### config.mk
export PLATFORM = sky130hd
export DESIGN_NAME = hdlc_rx_deframer_flat
export DESIGN_NICKNAME = d
export VERILOG_FILES = /design/src/rtl/hdlc_rx_deframer_if.sv /design/src/rtl/hdlc_rx_deframer.sv /design/src/flat_wrapper.sv
export SDC_FILE = /design/constraint.sdc
export NUM_CORES = 1
export LEC_CHECK = 0
export CAP_MARGIN = 20
export CORE_ASPECT_RATIO = 1.75
export CORE_UTILIZATION = 55
export CTS_CLUSTER_DIAMETER = 50
export DETAILED_ROUTE_END_ITERATION = 8
export GPL_TIMING_DRIVEN = 0
export PLACE_DENSITY = 0.85
export SYNTH_ARGS = -nofsm -noshare
export SYNTH_HDL_FRONTEND = slang
export SYNTH_SLANG_ARGS = --single-unit
### constraint.sdc
create_clock -name Clk -period 4.2 [get_ports Clk]
set_input_delay 0.84 -clock Clk [delete_from_list [all_inputs] [get_ports Clk]]
set_output_delay 0.84 -clock Clk [all_outputs]
set_load 0.01 [all_outputs]
### src/rtl/hdlc_rx_deframer_if.sv
// Serial input and frame/byte output bundle for the HDLC receive deframer.
// Rx_Idle exists only when HDLC_RX_IDLE_DETECT_EN is defined.
interface hdlc_rx_deframer_if #(
    parameter int LEN_W = 8
);
    logic             Rx;
    logic             RxEN;
    logic [7:0]       DataOut;
    logic             Rx_DataValid;
    logic             Rx_FlagDetect;
    logic             Rx_AbortDetect;
    logic             Rx_ValidFrame;
    logic             Rx_EoF;
    logic             Rx_FrameError;
    logic [LEN_W-1:0] Rx_FrameLen;
`ifdef HDLC_RX_IDLE_DETECT_EN
    logic             Rx_Idle;

    modport master (
        output Rx, RxEN,
        input  DataOut, Rx_DataValid, Rx_FlagDetect, Rx_AbortDetect,
        input  Rx_ValidFrame, Rx_EoF, Rx_FrameError, Rx_FrameLen,
        input  Rx_Idle
    );
    modport slave (
        input  Rx, RxEN,
        output DataOut, Rx_DataValid, Rx_FlagDetect, Rx_AbortDetect,
        output Rx_ValidFrame, Rx_EoF, Rx_FrameError, Rx_FrameLen,
        output Rx_Idle
    );
`else
    modport master (
        output Rx, RxEN,
        input  DataOut, Rx_DataValid, Rx_FlagDetect, Rx_AbortDetect,
        input  Rx_ValidFrame, Rx_EoF, Rx_FrameError, Rx_FrameLen
    );
    modport slave (
        input  Rx, RxEN,
        output DataOut, Rx_DataValid, Rx_FlagDetect, Rx_AbortDetect,
        output Rx_ValidFrame, Rx_EoF, Rx_FrameError, Rx_FrameLen
    );
`endif
endinterface

### src/rtl/hdlc_rx_deframer.sv
// HDLC bit-level receiver: flag hunt, destuffing, abort, octets, FCS, length.
// Optional idle-line output under macro HDLC_RX_IDLE_DETECT_EN.
module hdlc_rx_deframer #(
    parameter int FCS_WIDTH       = 16,
    parameter int MIN_FRAME_BYTES = 4,
    parameter int MAX_FRAME_BYTES = 130,
    parameter int LEN_W           = 8
) (
    input logic               Clk,
    input logic               Rst,
    hdlc_rx_deframer_if.slave bus
);
    localparam int FCS_BYTES = FCS_WIDTH / 8;
    localparam logic [FCS_WIDTH-1:0] CRC_POLY =
        FCS_WIDTH'((FCS_WIDTH == 32) ? 32'hEDB88320 : 32'h00008408);
    localparam logic [FCS_WIDTH-1:0] CRC_GOOD =
        FCS_WIDTH'((FCS_WIDTH == 32) ? 32'hDEBB20E3 : 32'h0000F0B8);
    localparam logic [LEN_W-1:0] MIN_L   = LEN_W'(MIN_FRAME_BYTES);
    localparam logic [LEN_W-1:0] MAX_L   = LEN_W'(MAX_FRAME_BYTES);
    localparam logic [LEN_W-1:0] FCS_L   = LEN_W'(FCS_BYTES);
    localparam logic [LEN_W-1:0] CNT_SAT = '1;

    typedef enum logic [1:0] {HUNT, FLAG, DATA} state_t;

    function automatic logic [FCS_WIDTH-1:0] crc_byte(
        input logic [FCS_WIDTH-1:0] c,
        input logic [7:0]           b
    );
        logic [FCS_WIDTH-1:0] r;
        r = c;
        for (int i = 0; i < 8; i++) begin
            if (r[0] ^ b[i]) r = (r >> 1) ^ CRC_POLY;
            else             r = r >> 1;
        end
        return r;
    endfunction

    state_t               state_q, state_d;
    logic [3:0]           ones_q, ones_d;
    logic [6:0]           dl_q, dl_d;
    logic [2:0]           dl_cnt_q, dl_cnt_d;
    logic [7:0]           asm_q, asm_d;
    logic [2:0]           bit_cnt_q, bit_cnt_d;
    logic [FCS_WIDTH-1:0] hold_q, hold_d;
    logic [FCS_WIDTH-1:0] crc_q, crc_d;
    logic [LEN_W-1:0]     byte_cnt_q, byte_cnt_d;
    logic [7:0]           data_q, data_d;
    logic                 dv_q, dv_d;
    logic                 flag_q, flag_d;
    logic                 abort_q, abort_d;
    logic                 vf_q, vf_d;
    logic                 eof_q, eof_d;
    logic                 err_q, err_d;
    logic [LEN_W-1:0]     len_q, len_d;

    logic                 is_flag, is_abort, is_stuff;
    logic                 bit_v, bit_out;
    logic [7:0]           byte_v;
    logic [LEN_W-1:0]     eff_len;

    always_comb begin
        state_d    = state_q;
        ones_d     = ones_q;
        dl_d       = dl_q;
        dl_cnt_d   = dl_cnt_q;
        asm_d      = asm_q;
        bit_cnt_d  = bit_cnt_q;
        hold_d     = hold_q;
        crc_d      = crc_q;
        byte_cnt_d = byte_cnt_q;
        data_d     = data_q;
        vf_d       = vf_q;
        dv_d       = 1'b0;
        flag_d     = 1'b0;
        abort_d    = 1'b0;
        eof_d      = 1'b0;
        err_d      = 1'b0;
        len_d      = '0;
        is_flag    = 1'b0;
        is_abort   = 1'b0;
        is_stuff   = 1'b0;
        bit_v      = 1'b0;
        bit_out    = 1'b0;
        byte_v     = '0;
        eff_len    = '0;
        if (bus.RxEN) begin
            if (bus.Rx) ones_d = (ones_q == 4'hF) ? ones_q : ones_q + 4'd1;
            else        ones_d = '0;
            is_flag  = !bus.Rx && (ones_q == 4'd6);
            is_abort =  bus.Rx && (ones_q == 4'd6);
            is_stuff = !bus.Rx && (ones_q == 4'd5);
            // Seven-deep delay hides the 0+six-1s prefix of any flag/abort
            if (is_flag || is_abort) begin
                dl_cnt_d = '0;
            end else if (!is_stuff) begin
                bit_v   = (dl_cnt_q == 3'd7);
                bit_out = dl_q[6];
                dl_d    = {dl_q[5:0], bus.Rx};
                if (!bit_v) dl_cnt_d = dl_cnt_q + 3'd1;
            end
            if (is_abort) begin
                abort_d = 1'b1;
                vf_d    = 1'b0;
                state_d = HUNT;
            end else if (is_flag) begin
                flag_d     = 1'b1;
                state_d    = FLAG;
                bit_cnt_d  = '0;
                byte_cnt_d = '0;
                if (state_q == DATA) begin
                    eof_d   = 1'b1;
                    vf_d    = 1'b0;
                    err_d   = (bit_cnt_q != 3'd0) || (byte_cnt_q < MIN_L) ||
                              (byte_cnt_q > MAX_L) || (crc_q != CRC_GOOD);
                    eff_len = (byte_cnt_q > MAX_L) ? MAX_L : byte_cnt_q;
                    len_d   = (eff_len > FCS_L) ? eff_len - FCS_L : '0;
                end
            end else if (bit_v && state_q != HUNT) begin
                if (state_q == FLAG) begin
                    state_d = DATA;
                    vf_d    = 1'b1;
                    crc_d   = '1;
                end
                byte_v    = {bit_out, asm_q[7:1]};
                asm_d     = byte_v;
                bit_cnt_d = bit_cnt_q + 3'd1;
                if (bit_cnt_q == 3'd7) begin
                    crc_d  = crc_byte(crc_q, byte_v);
                    hold_d = {byte_v, hold_q[FCS_WIDTH-1:8]};
                    if (byte_cnt_q != CNT_SAT) byte_cnt_d = byte_cnt_q + 1'b1;
                    // Oldest held byte is payload once FCS_BYTES newer ones exist
                    if (byte_cnt_q >= FCS_L && byte_cnt_q < MAX_L) begin
                        data_d = hold_q[7:0];
                        dv_d   = 1'b1;
                    end
                end
            end
        end
    end

    always_ff @(posedge Clk) begin
        if (!Rst) begin
            state_q    <= HUNT;
            ones_q     <= '0;
            dl_q       <= '0;
            dl_cnt_q   <= '0;
            asm_q      <= '0;
            bit_cnt_q  <= '0;
            hold_q     <= '0;
            crc_q      <= '0;
            byte_cnt_q <= '0;
            data_q     <= '0;
            dv_q       <= 1'b0;
            flag_q     <= 1'b0;
            abort_q    <= 1'b0;
            vf_q       <= 1'b0;
            eof_q      <= 1'b0;
            err_q      <= 1'b0;
            len_q      <= '0;
        end else begin
            state_q    <= state_d;
            ones_q     <= ones_d;
            dl_q       <= dl_d;
            dl_cnt_q   <= dl_cnt_d;
            asm_q      <= asm_d;
            bit_cnt_q  <= bit_cnt_d;
            hold_q     <= hold_d;
            crc_q      <= crc_d;
            byte_cnt_q <= byte_cnt_d;
            data_q     <= data_d;
            dv_q       <= dv_d;
            flag_q     <= flag_d;
            abort_q    <= abort_d;
            vf_q       <= vf_d;
            eof_q      <= eof_d;
            err_q      <= err_d;
            len_q      <= len_d;
        end
    end

    assign bus.DataOut        = data_q;
    assign bus.Rx_DataValid   = dv_q;
    assign bus.Rx_FlagDetect  = flag_q;
    assign bus.Rx_AbortDetect = abort_q;
    assign bus.Rx_ValidFrame  = vf_q;
    assign bus.Rx_EoF         = eof_q;
    assign bus.Rx_FrameError  = err_q;
    assign bus.Rx_FrameLen    = len_q;

`ifdef HDLC_RX_IDLE_DETECT_EN
    logic idle_q, idle_d;

    always_comb begin
        idle_d = idle_q;
        if (bus.RxEN) begin
            if (!bus.Rx)              idle_d = 1'b0;
            else if (ones_d == 4'hF)  idle_d = 1'b1;
        end
    end

    always_ff @(posedge Clk) begin
        if (!Rst) idle_q <= 1'b0;
        else      idle_q <= idle_d;
    end

    assign bus.Rx_Idle = idle_q;
`endif
endmodule

### src/flat_wrapper.sv
// flat-port wrapper written by rule: the top's interface ports become plain ports
module hdlc_rx_deframer_flat 
#(
    parameter int FCS_WIDTH       = 16,
    parameter int MIN_FRAME_BYTES = 4,
    parameter int MAX_FRAME_BYTES = 130,
    parameter int LEN_W           = 8
)
  (Clk, Rst, bus_Rx, bus_RxEN, bus_DataOut, bus_Rx_DataValid, bus_Rx_FlagDetect, bus_Rx_AbortDetect, bus_Rx_ValidFrame, bus_Rx_EoF, bus_Rx_FrameError, bus_Rx_FrameLen);
  hdlc_rx_deframer_if #(.LEN_W(LEN_W)) bus_i ();
  input logic Clk;
  input logic Rst;
  input wire logic [$bits(bus_i.Rx)-1:0] bus_Rx;
  input wire logic [$bits(bus_i.RxEN)-1:0] bus_RxEN;
  output wire logic [$bits(bus_i.DataOut)-1:0] bus_DataOut;
  output wire logic [$bits(bus_i.Rx_DataValid)-1:0] bus_Rx_DataValid;
  output wire logic [$bits(bus_i.Rx_FlagDetect)-1:0] bus_Rx_FlagDetect;
  output wire logic [$bits(bus_i.Rx_AbortDetect)-1:0] bus_Rx_AbortDetect;
  output wire logic [$bits(bus_i.Rx_ValidFrame)-1:0] bus_Rx_ValidFrame;
  output wire logic [$bits(bus_i.Rx_EoF)-1:0] bus_Rx_EoF;
  output wire logic [$bits(bus_i.Rx_FrameError)-1:0] bus_Rx_FrameError;
  output wire logic [$bits(bus_i.Rx_FrameLen)-1:0] bus_Rx_FrameLen;
  assign bus_i.Rx = bus_Rx;
  assign bus_i.RxEN = bus_RxEN;
  assign bus_DataOut = bus_i.DataOut;
  assign bus_Rx_DataValid = bus_i.Rx_DataValid;
  assign bus_Rx_FlagDetect = bus_i.Rx_FlagDetect;
  assign bus_Rx_AbortDetect = bus_i.Rx_AbortDetect;
  assign bus_Rx_ValidFrame = bus_i.Rx_ValidFrame;
  assign bus_Rx_EoF = bus_i.Rx_EoF;
  assign bus_Rx_FrameError = bus_i.Rx_FrameError;
  assign bus_Rx_FrameLen = bus_i.Rx_FrameLen;
  hdlc_rx_deframer #(.FCS_WIDTH(FCS_WIDTH), .MIN_FRAME_BYTES(MIN_FRAME_BYTES), .MAX_FRAME_BYTES(MAX_FRAME_BYTES), .LEN_W(LEN_W)) u_core (.Clk(Clk), .Rst(Rst), .bus(bus_i));
endmodule
==> results.py, run 1 <==
metrics = {
    "clocking": {
        "cts.sinks": 88,
        "h-tree-depth": 3,
        "ctsHoldBuffers": 0,
        "postCtsResizedCells": 0,
        "clockBufferDepth": 2,
        "cts_made_buffers": 9,
        "clk_latency_ns": 0.34,
        "cts_tree": "done",
        "cts.clk_slew.worst_paths_ns": 0.06,
        "cts_setup_buffers": 0,
        "root_buffer": "clkbuf_16",
    },
    "synthesis": {
        "ys_seq_elements": 88,
        "synthCells": 441,
        "synth_top_area_share_pct": 43.26,
        "yosys_warnings": 0,
        "ys.flop_type": "dfxtp_1",
        "yosysTopAreaCell": "dfxtp_1",
        "synth_top_family_by_area": "simple AND/OR/NAND/NOR gates",
        "synthXorXnorAreaFrac_pct": 7.281,
        "syn_area_um2": 4073,
        "synth_simple_gate_area_share_pct": 21.63,
        "synth-edff-count": 0,
        "syn_nets": 455,
        "synthDistinctLibCells": 58,
        "synth_mux_area_share_pct": 4.946,
        "netlist_top_cells_area": "dfxtp_1 (43%), nand2_1 (6.5%), mux2i_1 (4.7%)",
        "synth_compound_area_share_pct": 15.76,
        "yosysSeqAreaShare_pct": 43.26,
        "avgSynthCellArea_um2": 9.235,
        "synthAdderAreaFrac_pct": 3.072,
        "async_reset_ff_share_pct": 0,
    },
    "power_and_ir_drop": {
        "leakage_uw": 0.001738,
        "finalPower_uw": 1764,
        "vdd_drop_max_mv": 0.2220,
        "power_density_nw_per_um2": 371.9,
    },
    "global_routing": {
        "grt_use_met1_pct": 26.50,
        "gr-usage-met2_pct": 46.87,
        "grt_pass1_wl_mm": 15.22,
        "overflow": 0,
        "grt_antenna_before_repair": 0,
        "grt_max_degree": 15,
        "grt_use_total_pct": 26.10,
        "grt_pass1_vias": 3294,
        "met3_usage_pct": 6.398,
        "grt.busiest_layer": "met2",
    },
    "place": {
        "dp_hpwl_mm": 6.635,
        "placed_area_um2": 4410,
        "gp_congestion": 0.8903,
        "place_ws_ns": 1.398,
        "io_buffers": 23,
    },
    "worst_setup_path": {
        "critPathTopFamily": "buffers and inverters",
        "crit_buf_inv": 3,
        "cpPeakStageDelay_ns": 0.63,
        "crit_arrival_ns": 2.76,
        "required_ns": 4.44,
        "r2r_start": "u_core.bit_cnt_q[0]",
        "critPathMostFrequentCell": "clkbuf_1",
        "cp_cell_sequence": "clkdlybuf4s50_1 > clkbuf_1 > clkbuf_1 > o21ai_0 > a31o_2",
        "cp_max_fo": 10,
        "cp-start-kind": "primary input",
        "crit_type": "in2reg",
        "endpoint_kind": "flip-flop",
        "crit_start": "bus_RxEN",
        "crit_slowest_cell": "clkdlybuf4s50_1",
    },
    "sta": {
        "worst_pin_slew_ns": 0.7508,
        "finalHoldViolCount": 0,
        "finalSetupViolations": 0,
        "fmax_mhz": 396.9,
        "slew_violations": 0,
        "fin_tns_setup_ns": 0,
        "min_period_ns": 2.519,
        "fin_ws_ns": 1.681,
        "slew_headroom_pct": 49.42,
        "finalCritPeriodShare_pct": 59.99,
        "fin_skew_ns": 0.007778,
        "rsz0062_at_grt": "no",
    },
    "floorplan": {
        "start_util_pct": 56.71,
        "core_um2": 7182,
        "dieArea_um2": 7767,
        "die_h_um": 115.8,
        "die_width_um": 67.05,
        "io_pins": 26,
        "row_count": 41,
    },
    "routing": {
        "via_per_inst": 5.935,
        "drc": 0,
        "detail_route.first_pass.iterations": 5,
        "wl_mm": 9.280,
        "wl_per_cell_um": 16.40,
        "drt.antenna.violating_nets": 0,
        "drt_iter0_markers": 206,
        "route.vias.total": 3359,
    },
    "layout": {
        "area_growth_pct": 16.47,
        "fin_util_pct": 66.05,
        "drive_above_1_share_pct": 9.792,
        "fin_area_um2": 4743,
        "final_common_cell": "dfxtp_1",
        "mostFrequentLayoutCells": "dfxtp_1 (88), nand2_1 (70), clkdlybuf4s50_1 (23)",
        "n_antenna_cell": 0,
        "final_nets": 489,
    },
    "status": {
        "outcome": "completed",
    },
    "hold_path": {
        "worstHoldStart": "u_core.hold_q[1]",
        "hold_class": "reg2reg",
    },
    "flow_run": {
        "maxCapViolCount": 0,
    },
}
[stage by stage]
step / hold WS (ns) / cells
floorplan: 0.4383 / 441
global placement: 0.4474 / 550
detailed placement: 0.4519 / 550
CTS: 0.4674 / 566
global route: 0.4807 / 566
finish: 0.4616 / 566
[final timing paths]
| path | end | slack [ns] | cells past startpoint |
|---|---|---|---|
| worst max-delay path | u_core.state_q[0] | 1.68 | 5 |
| worst min-delay path | u_core.bus.DataOut[1] | 0.46 | 2 |
| worst max register to register | u_core.crc_q[5] | 1.82 | 8 |
| worst min register to register | u_core.bus.DataOut[1] | 0.46 | 2 |
[cell usage after synthesis, types with 8 or more instances]
cell / n
a31oi_1: 8
nor2_1: 16
clkbuf_1: 13
a21boi_0: 22
dfxtp_1: 88
or3_1: 8
nand3_1: 14
o21ai_1: 10
a21oi_1: 16
o21ai_0: 8
buf_2: 12
mux2i_1: 19
xnor2_1: 20
nand2_1: 70
nor2b_1: 19
ha_1: 10
[layout make-up]
| cell class | count | area (um^2) |
|---|---|---|
| Buffer | 28 | 138.9 |
| Clock buffer | 12 | 256.5 |
| Clock inverter | 4 | 76.32 |
| Fill cell | 564 | 2439 |
| Inverter | 7 | 26.28 |
| Multi-Input combinational cell | 318 | 2146 |
| Sequential cell | 88 | 1762 |
| Tap cell | 86 | 107.6 |
| Timing Repair Buffer | 23 | 230.2 |
[report_power, final]
part	switching (uW)	internal, uW	leakage (uW)
sequential	3.23	838	0.000709
combinational	29.4	15.9	0.000869
clock	323	554	0.000159
[logic make-up (layout without fill, tap and decap cells)]
logic type,count (synthesis),after routing
mux,20,20
fa+ha+maj,10,10
buf+inv,35,74
flops,88,88
compound gates,91,91
simple gates,168,168
xor+xnor,29,29
[tightest hold or removal path, stage by stage (launching register included)]
cell	delay [ns]
dfxtp_1	0.31
nand2_1	0.05
mux2i_1	0.05
[metal layers]
metal,wire (um),up-vias
li1,-,1610
met2,5061,116
met1,3389,1600
met3,437,33
met4,391,0
met5,0,-
[flip-flops by register name (all words and copies together) (netlist names)]
signal / count
u_core.bus.Rx_AbortDetect: 1
u_core.crc_q: 16
u_core.bus.Rx_FrameLen: 8
u_core.bus.Rx_FrameError: 1
u_core.bus.Rx_EoF: 1
u_core.bus.Rx_FlagDetect: 1
u_core.ones_q: 4
u_core.bit_cnt_q: 3
u_core.bus.DataOut: 8
u_core.asm_q: 7
u_core.bus.Rx_ValidFrame: 1
u_core.bus.Rx_DataValid: 1
u_core.hold_q: 16
u_core.dl_q: 7
u_core.byte_cnt_q: 8
u_core.state_q: 2
u_core.dl_cnt_q: 3
Power figures use the tool's default switching activity.
==> run 2: changes to the inputs <==
==> constraint.sdc (replaced) <==
create_clock -name Clk -period 2.5 [get_ports Clk]
set_input_delay 0.5 -clock Clk [delete_from_list [all_inputs] [get_ports Clk]]
set_output_delay 0.5 -clock Clk [all_outputs]
set_load 0.01 [all_outputs]
==> run 2 against run 1 <==
Routed wire length is essentially flat. Worst hold slack got worse by 0.0012 ns. Clock skew hardly changed. Sequential cell count is the same. Sequential share of layout area about the same. Register-to-register slack got worse by 1.5 ns. Cell area about the same. Critical endpoint unchanged. Largest cell class unchanged. Highest routed layer unchanged.
==> results.py, run 2 (same netlist as run 1, synthesis figures left out) <==
metrics = {
    "sta": {
        "worst_pin_slew_ns": 0.7370,
        "fin_skew_ns": 0.007428,
        "finalCritPeriodShare_pct": 87.67,
        "finalSetupViolations": 0,
        "fmax_mhz": 456.2,
        "fin_tns_setup_ns": 0,
        "finalHoldViolCount": 0,
        "slew_violations": 0,
        "fin_ws_ns": 0.3082,
        "rsz0062_at_grt": "no",
        "min_period_ns": 2.192,
        "slew_headroom_pct": 50.35,
    },
    "routing": {
        "drc": 0,
        "wl_mm": 9.288,
        "drt.antenna.violating_nets": 0,
        "detail_route.first_pass.iterations": 6,
        "route.vias.total": 3353,
        "drt_iter0_markers": 174,
        "via_per_inst": 5.924,
        "wl_per_cell_um": 16.41,
    },
    "global_routing": {
        "grt_pass1_wl_mm": 15.22,
        "grt_use_total_pct": 26.10,
        "grt_antenna_before_repair": 0,
        "grt_pass1_vias": 3286,
        "overflow": 0,
        "grt_max_degree": 15,
    },
    "status": {
        "outcome": "completed",
    },
    "hold_path": {
        "hold_class": "reg2reg",
    },
    "layout": {
        "final_nets": 489,
        "reg.largest.list": "u_core.crc_q x16, u_core.hold_q x16",
        "area_growth_pct": 16.50,
        "mostFrequentLayoutCells": "dfxtp_1 (88), nand2_1 (70), clkdlybuf4s50_1 (23)",
        "n_antenna_cell": 0,
        "final_common_cell": "dfxtp_1",
        "drive_above_1_share_pct": 10.00,
    },
    "power_and_ir_drop": {
        "leakage_uw": 0.001741,
        "power_density_nw_per_um2": 624.5,
        "finalPower_uw": 2963,
        "vdd_drop_max_mv": 0.3740,
    },
    "worst_setup_path": {
        "crit_arrival_ns": 2.43,
        "cp_max_fo": 10,
        "crit_type": "in2reg",
        "endpoint_kind": "flip-flop",
        "required_ns": 2.73,
        "cp-start-kind": "primary input",
    },
    "floorplan": {
        "dieArea_um2": 7767,
        "core_um2": 7182,
        "io_pins": 26,
        "row_count": 41,
        "start_util_pct": 56.71,
        "die_h_um": 115.8,
        "die_width_um": 67.05,
    },
    "place": {
        "gp_congestion": 0.8903,
        "place_ws_ns": 0.03828,
        "dp_hpwl_mm": 6.635,
        "io_buffers": 23,
    },
    "clocking": {
        "cts_setup_buffers": 0,
        "clockBufferDepth": 2,
        "clk_latency_ns": 0.34,
        "cts_tree": "done",
        "h-tree-depth": 3,
        "cts.sinks": 88,
        "root_buffer": "clkbuf_16",
        "cts_made_buffers": 9,
        "cts.clk_slew.worst_paths_ns": 0.06,
    },
    "flow_run": {
        "maxCapViolCount": 0,
    },
}
[run 2: path summary, 6_finish.rpt]
path | startpoint | end | slack [ns] | cells past startpoint
max reg2reg | u_core.bit_cnt_q[0] | u_core.crc_q[3] | 0.33 | 8
min reg2reg | u_core.hold_q[1] | u_core.bus.DataOut[1] | 0.46 | 2
max | bus_RxEN | u_core.state_q[0] | 0.31 | 5
min | u_core.hold_q[1] | u_core.bus.DataOut[1] | 0.46 | 2
[run 2: cell type report]
type                    count  area [um^2]
well taps                  86        107.6
plain buffers              28        140.1
repair buffers             23        230.2
inverters                   7        26.28
clock inverters             4        76.32
clock buffers              12        256.5
fillers                   563         2437
multi-input cells         318         2146
flip-flops and latches     88         1762
[run 2: per-stage QoR]
step,utilization [%],hold WS [ns],area (um^2),cells
after floorplan,-,0.4383,4073,441
after global placement,61.41,0.4474,4410,550
after detailed placement,61.41,0.4519,4410,550
after CTS,66.05,0.4674,4743,566
after global routing,66.06,0.4807,4745,566
final,66.06,0.4604,4745,566
[run 2: power breakdown]
| part | switching [uW] | internal (uW) | total, uW |
|---|---|---|---|
| combinational | 49.5 | 26.8 | 76.2 |
| sequential | 5.41 | 1410 | 1410 |
| clock | 542 | 932 | 1470 |
[run 2: repair_timing]
action                                  4_1_cts  5_1_grt
hold buffers                                  0        0
hold endpoints to repair                      0        0
endpoints found under the setup margin        0        4
resized for setup                             0        2
[run 2: layer usage]
layer	up-vias	track usage, %	wire [um]
met5	-	0	0
met4	0	14.18	365
met3	30	6.299	381
met2	96	47.07	5057
met1	1616	26.62	3482
li1	1611	-	-
[run 2: critical path, cell delays in order]
cell and delay [ns]:
clkdlybuf4s50_1 0.62, clkbuf_1 0.38, clkbuf_1 0.43, o21ai_0 0.21, a31o_2 0.28
